<file path="config.mk">
export PLATFORM = sky130hd
export DESIGN_NAME = determ_sub_arb
export DESIGN_NICKNAME = d
export VERILOG_FILES = /design/src/rtl/determ_sub_arb.sv
export SDC_FILE = /design/constraint.sdc
export NUM_CORES = 1
export LEC_CHECK = 0
export BUFFER_PORTS_ARGS = -buffer_cell sky130_fd_sc_hd__buf_2
export CAP_MARGIN = 20
export CORE_MARGIN = 8
export CORE_UTILIZATION = 45
export CTS_CLUSTER_SIZE = 24
export DETAILED_ROUTE_END_ITERATION = 12
export PLACE_DENSITY_LB_ADDON = 0.08
export SKIP_CTS_REPAIR_TIMING = 1
export SYNTH_ARGS = -nofsm -noshare
export SYNTH_HDL_FRONTEND = slang
export SYNTH_SLANG_ARGS = --single-unit
</file>
<file path="constraint.sdc">
create_clock -name CLK -period 8.75 [get_ports CLK]
set_input_delay 0.4375 -clock CLK [delete_from_list [all_inputs] [get_ports CLK]]
set_output_delay 0.4375 -clock CLK [all_outputs]
set_load 0.1 [all_outputs]
</file>
<file path="src/rtl/determ_sub_arb.sv">
// determ_sub_arb: round-robin arbiter feeding a 2-stage (bitstream +/-1) minus FXP subtractor pipeline
module determ_sub_arb #(
    parameter int BIT_WIDTH = 16,
    parameter int INT_WIDTH = 1,
    parameter int NUM_REQ = 4,
    localparam int ID_W = NUM_REQ > 1 ? $clog2(NUM_REQ) : 1
) (
    input  logic                         CLK,
    input  logic                         RST,
    input  logic [NUM_REQ-1:0]           req,
    input  logic [NUM_REQ-1:0]           a,
    input  logic [NUM_REQ*BIT_WIDTH-1:0] b,
    input  logic [NUM_REQ-1:0]           mask,
    output logic [NUM_REQ-1:0]           gnt,
    output logic [BIT_WIDTH-1:0]         y,
    output logic [ID_W-1:0]              y_id,
    output logic                         y_valid,
    input  logic                         y_ready
);
    localparam int FRAC = BIT_WIDTH - INT_WIDTH - 1;
    localparam logic [BIT_WIDTH-1:0] POS_ONE = BIT_WIDTH'(1) << FRAC;
    logic [NUM_REQ-1:0]   elig;
    logic [ID_W-1:0]      ptr, gid, k;
    logic                 hit;
    logic                 s1_v, s1_a;
    logic [BIT_WIDTH-1:0] s1_b, diff;
    logic [ID_W-1:0]      s1_id;
    logic                 s1_adv, s2_adv;
    assign elig   = req & mask;
    assign s2_adv = !y_valid || y_ready;
    assign s1_adv = !s1_v || s2_adv;
    assign diff   = (s1_a ? POS_ONE : -POS_ONE) - s1_b;
    // First eligible channel at or above the pointer, wrapping around
    always_comb begin
        gnt = '0;
        gid = '0;
        hit = 1'b0;
        k   = '0;
        for (int i = 0; i < NUM_REQ; i++) begin
            k = ID_W'((int'(ptr) + i) % NUM_REQ);
            if (!hit && elig[k] && s1_adv && !RST) begin
                hit    = 1'b1;
                gid    = k;
                gnt[k] = 1'b1;
            end
        end
    end
    always_ff @(posedge CLK) begin
        if (RST) begin
            s1_v    <= 1'b0;
            s1_a    <= 1'b0;
            s1_b    <= '0;
            s1_id   <= '0;
            ptr     <= '0;
            y       <= '0;
            y_id    <= '0;
            y_valid <= 1'b0;
        end else begin
            if (s1_adv) begin
                s1_v <= hit;
                if (hit) begin
                    s1_a  <= a[gid];
                    s1_b  <= b[gid*BIT_WIDTH +: BIT_WIDTH];
                    s1_id <= gid;
                    ptr   <= (gid == ID_W'(NUM_REQ - 1)) ? '0 : gid + 1'b1;
                end
            end
            if (s2_adv) begin
                y       <= diff;
                y_id    <= s1_id;
                y_valid <= s1_v;
            end
        end
    end
endmodule
</file>
=== Yosys cells after proc, flatten, opt, wreduce, memory -nomap -nowiden ===
Cells that the tools add are included.

* Word-level logic and storage cells: 84
* Output and inout bits: 23
* Register bits after elaboration: 41

* Mux-type cells: 32
* Bitwise operators: 4
* Shift operators: 1
* Eq/ne operators: 1
* $add $sub $neg: 5
* Magnitude comparators: 9
* Reductions and logical operators: 24

{| class="wikitable"
|+ Operators by type and width
! cell !! count
|-
| $shiftx 64x7->16 || 1
|-
| $mux 16 || 1
|-
| $mux 4 || 4
|-
| $sub 16x16->16 || 1
|-
| $logic_and 1x1->1 || 15
|-
| $lt 2x3->1 const B || 5
|-
| $mux 1 || 13
|-
| $or 4x4->4 || 3
|-
| $bmux 1 s2 || 5
|-
| $mux 2 || 5
|-
| $demux 1 s2 || 4
|-
| $ge 2x1->1 const B || 4
|-
| $logic_not 1->1 || 6
|-
| $add 2x1->2 const B || 2
|-
| $add 2x2->2 const B || 2
|-
| $and 4x4->4 || 1
|-
| $eq 2x2->1 const B || 1
|-
| $logic_or 1x1->1 || 2
|-
| $reduce_and 2->1 || 1
|}

=== Longest topological paths before layout ===
Gate-level depths: netlist (run 1).

* Depth after elaboration: 23
* Gate-level depth with buffers: 11
* Depth with buffers taken out: 8

=== Least setup slack after synthesis (run 1) ===
OpenSTA, ideal clock, no wires.

* Kind: register to output
* Start point: register ptr[0]
* End point: output port gnt[0]
* Required time: 8.312 ns
* Slack: 4.372 ns
* Cell stages (with the launch flop): 8
* Data arrival time: 3.940 ns
* Cell sequence: dfxtp_1 > buf_4 > inv_4 > ha_1 > mux4_2 > nor3_2 > a22oi_1 > o21ai_0

* Cells in the longest elaborated chain, start to end: 20

{| class="wikitable"
|+ RTL lines
! item !! line !! source
|-
| start: declaration || 23 || <nowiki>logic [ID_W-1:0] ptr, gid, k;</nowiki>
|-
| start signal: assignment || 65 || <nowiki>ptr <= (gid == ID_W'(NUM_REQ - 1)) ? '0 : gid + 1'b1;</nowiki>
|-
| parallel branches: the longest is 19 deep, another holds $lt 2x3->1 || n/a ||
|-
| $mux 4 * || 41 || <nowiki>if (!hit && elig[k] && s1_adv && !RST) begin</nowiki>
|-
| end: declaration || 14 || <nowiki>output logic [NUM_REQ-1:0] gnt,</nowiki>
|}

Mark *: on every way between the ends. The select of a mux whose other input is x is not followed.

=== Worst setup path after layout (run 1) ===
* Start point: register ptr[0]
* End point: output port gnt[1]

The elaborated chain is that of the path after synthesis.

==> results of run 1 <==
## layer usage
metal  part of all wire (%)  wire, um  up-vias
met5                      0         0        -
met4                    1.0        74        0
met3                    8.4       601        5
met1                     49      3520     1126
met2                     41      2980       90
li1                       -         -     1324
## final cells by class
| type | count | area, um2 |
|---|---|---|
| Tap cell | 75 | 93.8 |
| Sequential cell | 41 | 821 |
| Inverter | 5 | 21.3 |
| Clock buffer | 7 | 86.3 |
| Fill cell | 581 | 2550 |
| Multi-Input combinational cell | 241 | 1710 |
| Clock inverter | 1 | 30.0 |
| Timing Repair Buffer | 107 | 574 |
## worst max path at each step
stage	from	endpoint	slack (ps)	depth (start not counted)
after floorplan	ptr[0]	gnt[0]	4370	7
after global placement	ptr[0]	s1_b[9]	5050	7
after detailed placement	ptr[0]	s1_b[5]	4910	7
after CTS	ptr[0]	s1_b[5]	4920	7
after global routing	ptr[0]	gnt[3]	5130	8
final	ptr[0]	gnt[1]	5310	8
## worst max-delay path: cells and delay by family, from the launching register on
| kind | cells | cell delay, ps |
|---|---|---|
| muxes | 1 | 570 |
| buffers and inverters | 3 | 690 |
| DFF | 1 | 580 |
| adders and majority gates | 1 | 400 |
| and+or+nand+nor | 1 | 260 |
| AOI/OAI and AO/OA | 2 | 210 |
## synth_stat cells (2+ instances only)
cell type,instances
nor2b_1,2
o21ai_0,6
a221o_1,17
and2_4,2
buf_6,4
nor4_1,2
nor3_1,4
inv_1,2
buf_12,2
or3_1,2
mux2_2,15
ha_1,5
mux4_2,5
dfxtp_1,41
nand3_1,37
nand2_1,45
a22oi_1,8
buf_4,8
or4_1,2
mux2_1,2
and2_1,3
a211oi_1,3
o211ai_2,2
a21oi_1,22
xnor2_1,8
nor2_1,12
mux2i_1,18
a21oi_2,2
inv_2,2
clkbuf_1,5
xor2_1,5
## power by group
group / switching (mW) / leakage (nW) / internal [mW]
Clock: 0.0610 / 0.0585 / 0.0929
Combinational: 0.387 / 1.14 / 0.177
Sequential: 0.0566 / 0.342 / 0.249
## cells by family after synthesis
| group | count (synthesis) | synth area share (%) |
|---|---|---|
| multiplexers | 40 | 17.7 |
| AO/OA/AOI/OAI | 67 | 18.4 |
| buffers and inverters | 26 | 7.43 |
| flip-flops | 41 | 30.1 |
| AND/OR/NAND/NOR | 116 | 19.9 |
| XOR/XNOR | 13 | 4.17 |
| adder cells (fa/ha/maj) | 5 | 2.29 |
## stage by stage
step	hold WS, ps	area (um2)	total power, mW	std cells	utilization [%]
6_report	451	3330	1.02	477	56.6
5_1_grt	468	3330	1.09	477	56.6
4_1_cts	452	3290	1.02	475	56.0
3_5_place_dp	441	3180	0.871	467	54.0
3_3_place_gp	436	3180	0.862	467	54.0
2_1_floorplan	434	2730	0.784	308	-
## flip-flops by register name, summed over array words and instances, names as in the netlist
register / flops
ptr: 2
s1_a: 1
s1_b: 16
s1_id: 2
s1_v: 1
y: 16
y_id: 2
y_valid: 1
==> results.py, run 1 <==
metrics = {
    "outcome": {
        "status": "finished clean",
    },
    "critical_path": {
        "crit_arrival_ps": 3000,
        "path_cells": "inv_4 -> ha_1 -> inv_2 -> mux4_2 -> nor2_1 -> a22oi_1 -> o21ai_0 -> buf_2",
        "ff2ff_setup_slack_ps": 5400,
        "critical_path.max_stage_delay_ps": 580,
        "timing.rr.start": "ptr[0]",
        "crit_path_end_kind": "output pin",
        "critPathLaunchType": "flip-flop",
        "cp_slowest_cell": "dfxtp_1",
        "path_class": "flip-flop to output pin",
        "timing.rr.end": "s1_b[6]",
        "ff2ff_path_depth": 9,
        "crit_path_max_fanout": 10,
        "worstPathRequired_ps": 8310,
    },
    "global_route": {
        "grt.total_usage_pct": 16.4,
        "grt_first_pass_wirelength_um": 12000,
        "busiest_layer": "met1",
        "antenna_found_initial": 0,
        "met2_usage_pct": 23.0,
        "grt_overflow": 0,
        "grt_max_degree": 37,
        "grt_pass1_vias": 2493,
        "use_met1_pct": 23.1,
        "grtUsageMet3_pct": 5.76,
    },
    "hold_path": {
        "hp-start": "y[5]",
        "holdPathEnd": "y[5]",
        "hp-class": "flip-flop to flip-flop",
        "whs_path_depth": 2,
    },
    "sta": {
        "tns_ps": 0,
        "hold_viol_final": 0,
        "post-route-worst-setup-slack_ps": 5310,
        "layout_min_cycle_time_ps": 3440,
        "max_clock_freq_mhz": 291,
        "worstMarginPinSlew_ps": 810,
        "slew_viol_final": 0,
        "slew_headroom_pct": 46.0,
        "fin_crit_sh_pct": 39.3,
        "rsz0062_at_grt": "false",
        "setup_viol": 0,
        "fin_skew_ps": 5.96,
    },
    "synth": {
        "synth_area_um2": 2730,
        "yosysTopAreaCell": "dfxtp_1",
        "synth-edff-count": 0,
        "synth.avg_cell_area_um2": 8.86,
        "yosys_warnings": 0,
        "ys_seq_area_share_pct": 30.1,
        "synthTopCellsByArea": "dfxtp_1, nand3_1, mux2i_1",
        "syn_nets": 392,
        "syn_inst": 308,
        "async_flop_share_pct": 0,
        "ys_ff_latch": 41,
        "synth-main-ff-cell": "dfxtp_1",
        "synth_top_area_share_pct": 30.1,
        "synth_cell_types": 46,
    },
    "clocking": {
        "clkTransAtPathRegs_ps": 70,
        "cts_sinks": 41,
        "cts_buffer_depth": 2,
        "cts_made_buffers": 5,
        "clk_latency_ps": 290,
        "root_buffer": "clkbuf_8",
        "cts_tree": "yes",
        "cts_htree_levels": 2,
    },
    "cells_and_area": {
        "antenna_cells": 0,
        "drive_gt1_share_pct": 36.8,
        "final_common_cell": "buf_2",
        "syn_to_final_growth_pct": 22.1,
        "mostFrequentLayoutCells": "buf_2, nand2_1, dfxtp_1",
        "nets": 485,
    },
    "detailed_routing": {
        "drtPass1Iterations": 4,
        "routed_wl_um": 7180,
        "num_vias": 2545,
        "routedWlPerCell_um": 15.0,
        "drc": 0,
        "via_per_inst": 5.34,
        "ant_nets": 0,
        "drt_iter0_drc": 118,
    },
    "floorplanning": {
        "start_util_pct": 46.4,
        "die_h_um": 93.9,
        "design.die.area_um2": 8810,
        "core-area_um2": 5890,
        "io_pins": 102,
        "dieWidth_um": 93.9,
        "row_count": 28,
    },
    "placement": {
        "dp_slack_ps": 4910,
        "io_buffers": 101,
        "hpwl_um": 5570,
        "globalplace.congestion": 0.876,
    },
    "power": {
        "p_leak_nw": 1.54,
        "p_per_area_nw_per_um2": 307,
        "vdd_drop_max_v": 0.000192,
    },
    "job": {
        "cap_violations": 0,
    },
}
No activity file was read; power rests on OpenSTA's default activity.
==> run 2: changes to the inputs <==
- clock period: 8.75 -> 3.4 ns (I/O delays scaled with it)
==> run 2 against run 1 <==
Net effect:
- first-iteration DRC count fell by 2.5%
- sequential power rose to 2.5 times the previous value
- clock power rose to 2.6 times the previous value
- via count barely moved
- die area did not move
- critical path depth did not move
- clock skew rose by 1.5 ps
- wire length fell by 1.4%
- setup slack got worse by 5000 ps
- global-route usage fell by 0.10 points
- non-clock buffer count rose by 1
- largest power group unchanged
==> results.py, run 2 (synthesis results as in run 1) <==
metrics = {
    "outcome": {
        "status": "finished clean",
    },
    "power": {
        "p_leak_nw": 1.54,
        "p_per_area_nw_per_um2": 791,
        "vdd_drop_max_v": 0.000507,
    },
    "placement": {
        "globalplace.congestion": 0.831,
        "io_buffers": 101,
        "hpwl_um": 5560,
        "post_dp_cell_area_um2": 3210,
        "dp_cells": 470,
        "dp_slack_ps": 372,
    },
    "detailed_routing": {
        "via_per_inst": 5.32,
        "drtPass1Iterations": 4,
        "routedWlPerCell_um": 14.8,
        "ant_nets": 0,
        "routed_wl_um": 7080,
        "drc": 0,
        "drt_iter0_drc": 115,
        "num_vias": 2543,
    },
    "global_route": {
        "use_met1_pct": 22.4,
        "met2_usage_pct": 23.5,
        "antenna_found_initial": 0,
        "busiest_layer": "met2",
        "grt.total_usage_pct": 16.3,
        "grt_overflow": 0,
        "grt_max_degree": 37,
        "grt_pass1_vias": 2545,
        "grt_first_pass_wirelength_um": 11900,
        "grtUsageMet3_pct": 6.08,
    },
    "critical_path": {
        "crit_path_end_kind": "output pin",
        "worstPathRequired_ps": 3230,
        "crit_arrival_ps": 2910,
        "path_class": "flip-flop to output pin",
        "crit_path_max_fanout": 6,
        "critPathLaunchType": "flip-flop",
        "ff2ff_setup_slack_ps": 350,
    },
    "floorplanning": {
        "row_count": 28,
        "io_pins": 102,
        "dieWidth_um": 93.9,
        "design.die.area_um2": 8810,
        "die_h_um": 93.9,
        "core-area_um2": 5890,
        "start_util_pct": 46.4,
    },
    "sta": {
        "rsz0062_at_grt": "false",
        "tns_ps": 0,
        "fin_crit_sh_pct": 90.6,
        "slew_viol_final": 0,
        "post-route-worst-setup-slack_ps": 321,
        "hold_viol_final": 0,
        "layout_min_cycle_time_ps": 3080,
        "max_clock_freq_mhz": 325,
        "fin_skew_ps": 7.46,
        "slew_headroom_pct": 45.4,
        "timing.hold.ws_ps": 220,
        "setup_viol": 0,
        "worstMarginPinSlew_ps": 819,
    },
    "clocking": {
        "cts_buffer_depth": 2,
        "cts_tree": "yes",
        "root_buffer": "clkbuf_8",
        "cts_htree_levels": 2,
        "cts_made_buffers": 5,
        "clkTransAtPathRegs_ps": 80,
        "clk_latency_ps": 290,
        "cts_sinks": 41,
    },
    "cells_and_area": {
        "nets": 486,
        "stdcell_count": 478,
        "mostFrequentLayoutCells": "buf_2, nand2_1, dfxtp_1",
        "antenna_cells": 0,
        "drive_gt1_share_pct": 37.2,
        "top_regs": "s1_b x16, y x16",
        "final_area_um2": 3330,
        "final_common_cell": "buf_2",
        "syn_to_final_growth_pct": 22.1,
    },
    "hold_path": {
        "hp-class": "primary input to flip-flop",
    },
    "job": {
        "cap_violations": 0,
    },
}
==> run 2: layout make-up <==
class	instances	area (um2)
well taps	75	93.8
fillers	594	2550
clock inverters	2	37.5
repair buffers	108	571
inverters	5	21.3
clock buffers	6	82.6
multi-input cells	241	1710
flip-flops and latches	41	821
==> run 2: power by group <==
group | switching (mW) | internal (mW)
logic | 0.996 | 0.459
clock network | 0.166 | 0.239
registers | 0.137 | 0.640
==> run 2: worst paths after layout <==
check / startpoint / to / depth (start not counted)
hold reg to reg: y[2] / y[2] / 2
setup / recovery: ptr[1] / gnt[1] / 8
setup reg to reg: ptr[1] / s1_b[6] / 9
hold / removal: b[14] / s1_b[14] / 3
==> run 2: per-stage QoR <==
step | util, % | total power, mW
finish | 56.6 | 2.64
CTS | 56.6 | 2.66
global route | 56.6 | 2.80
global placement | 54.6 | 2.23
detailed placement | 54.6 | 2.25
floorplan | - | 2.02
==> run 2: per-layer routing <==
metal | wire (um) | vias up | share of wire, %
li1 | - | 1326 | -
met1 | 3450 | 1123 | 49
met2 | 2940 | 88 | 42
met3 | 612 | 6 | 8.6
met4 | 71 | 0 | 1.0
met5 | 0 | - | 0
==> run 2: critical path, cell delays in order, from the launching register on <==
cell and delay [ps]:
dfxtp_1 470, inv_2 100, ha_1 380, inv_2 130
mux4_2 550, nor2_1 300, a22oi_1 150, o21ai_1 90
buf_2 430
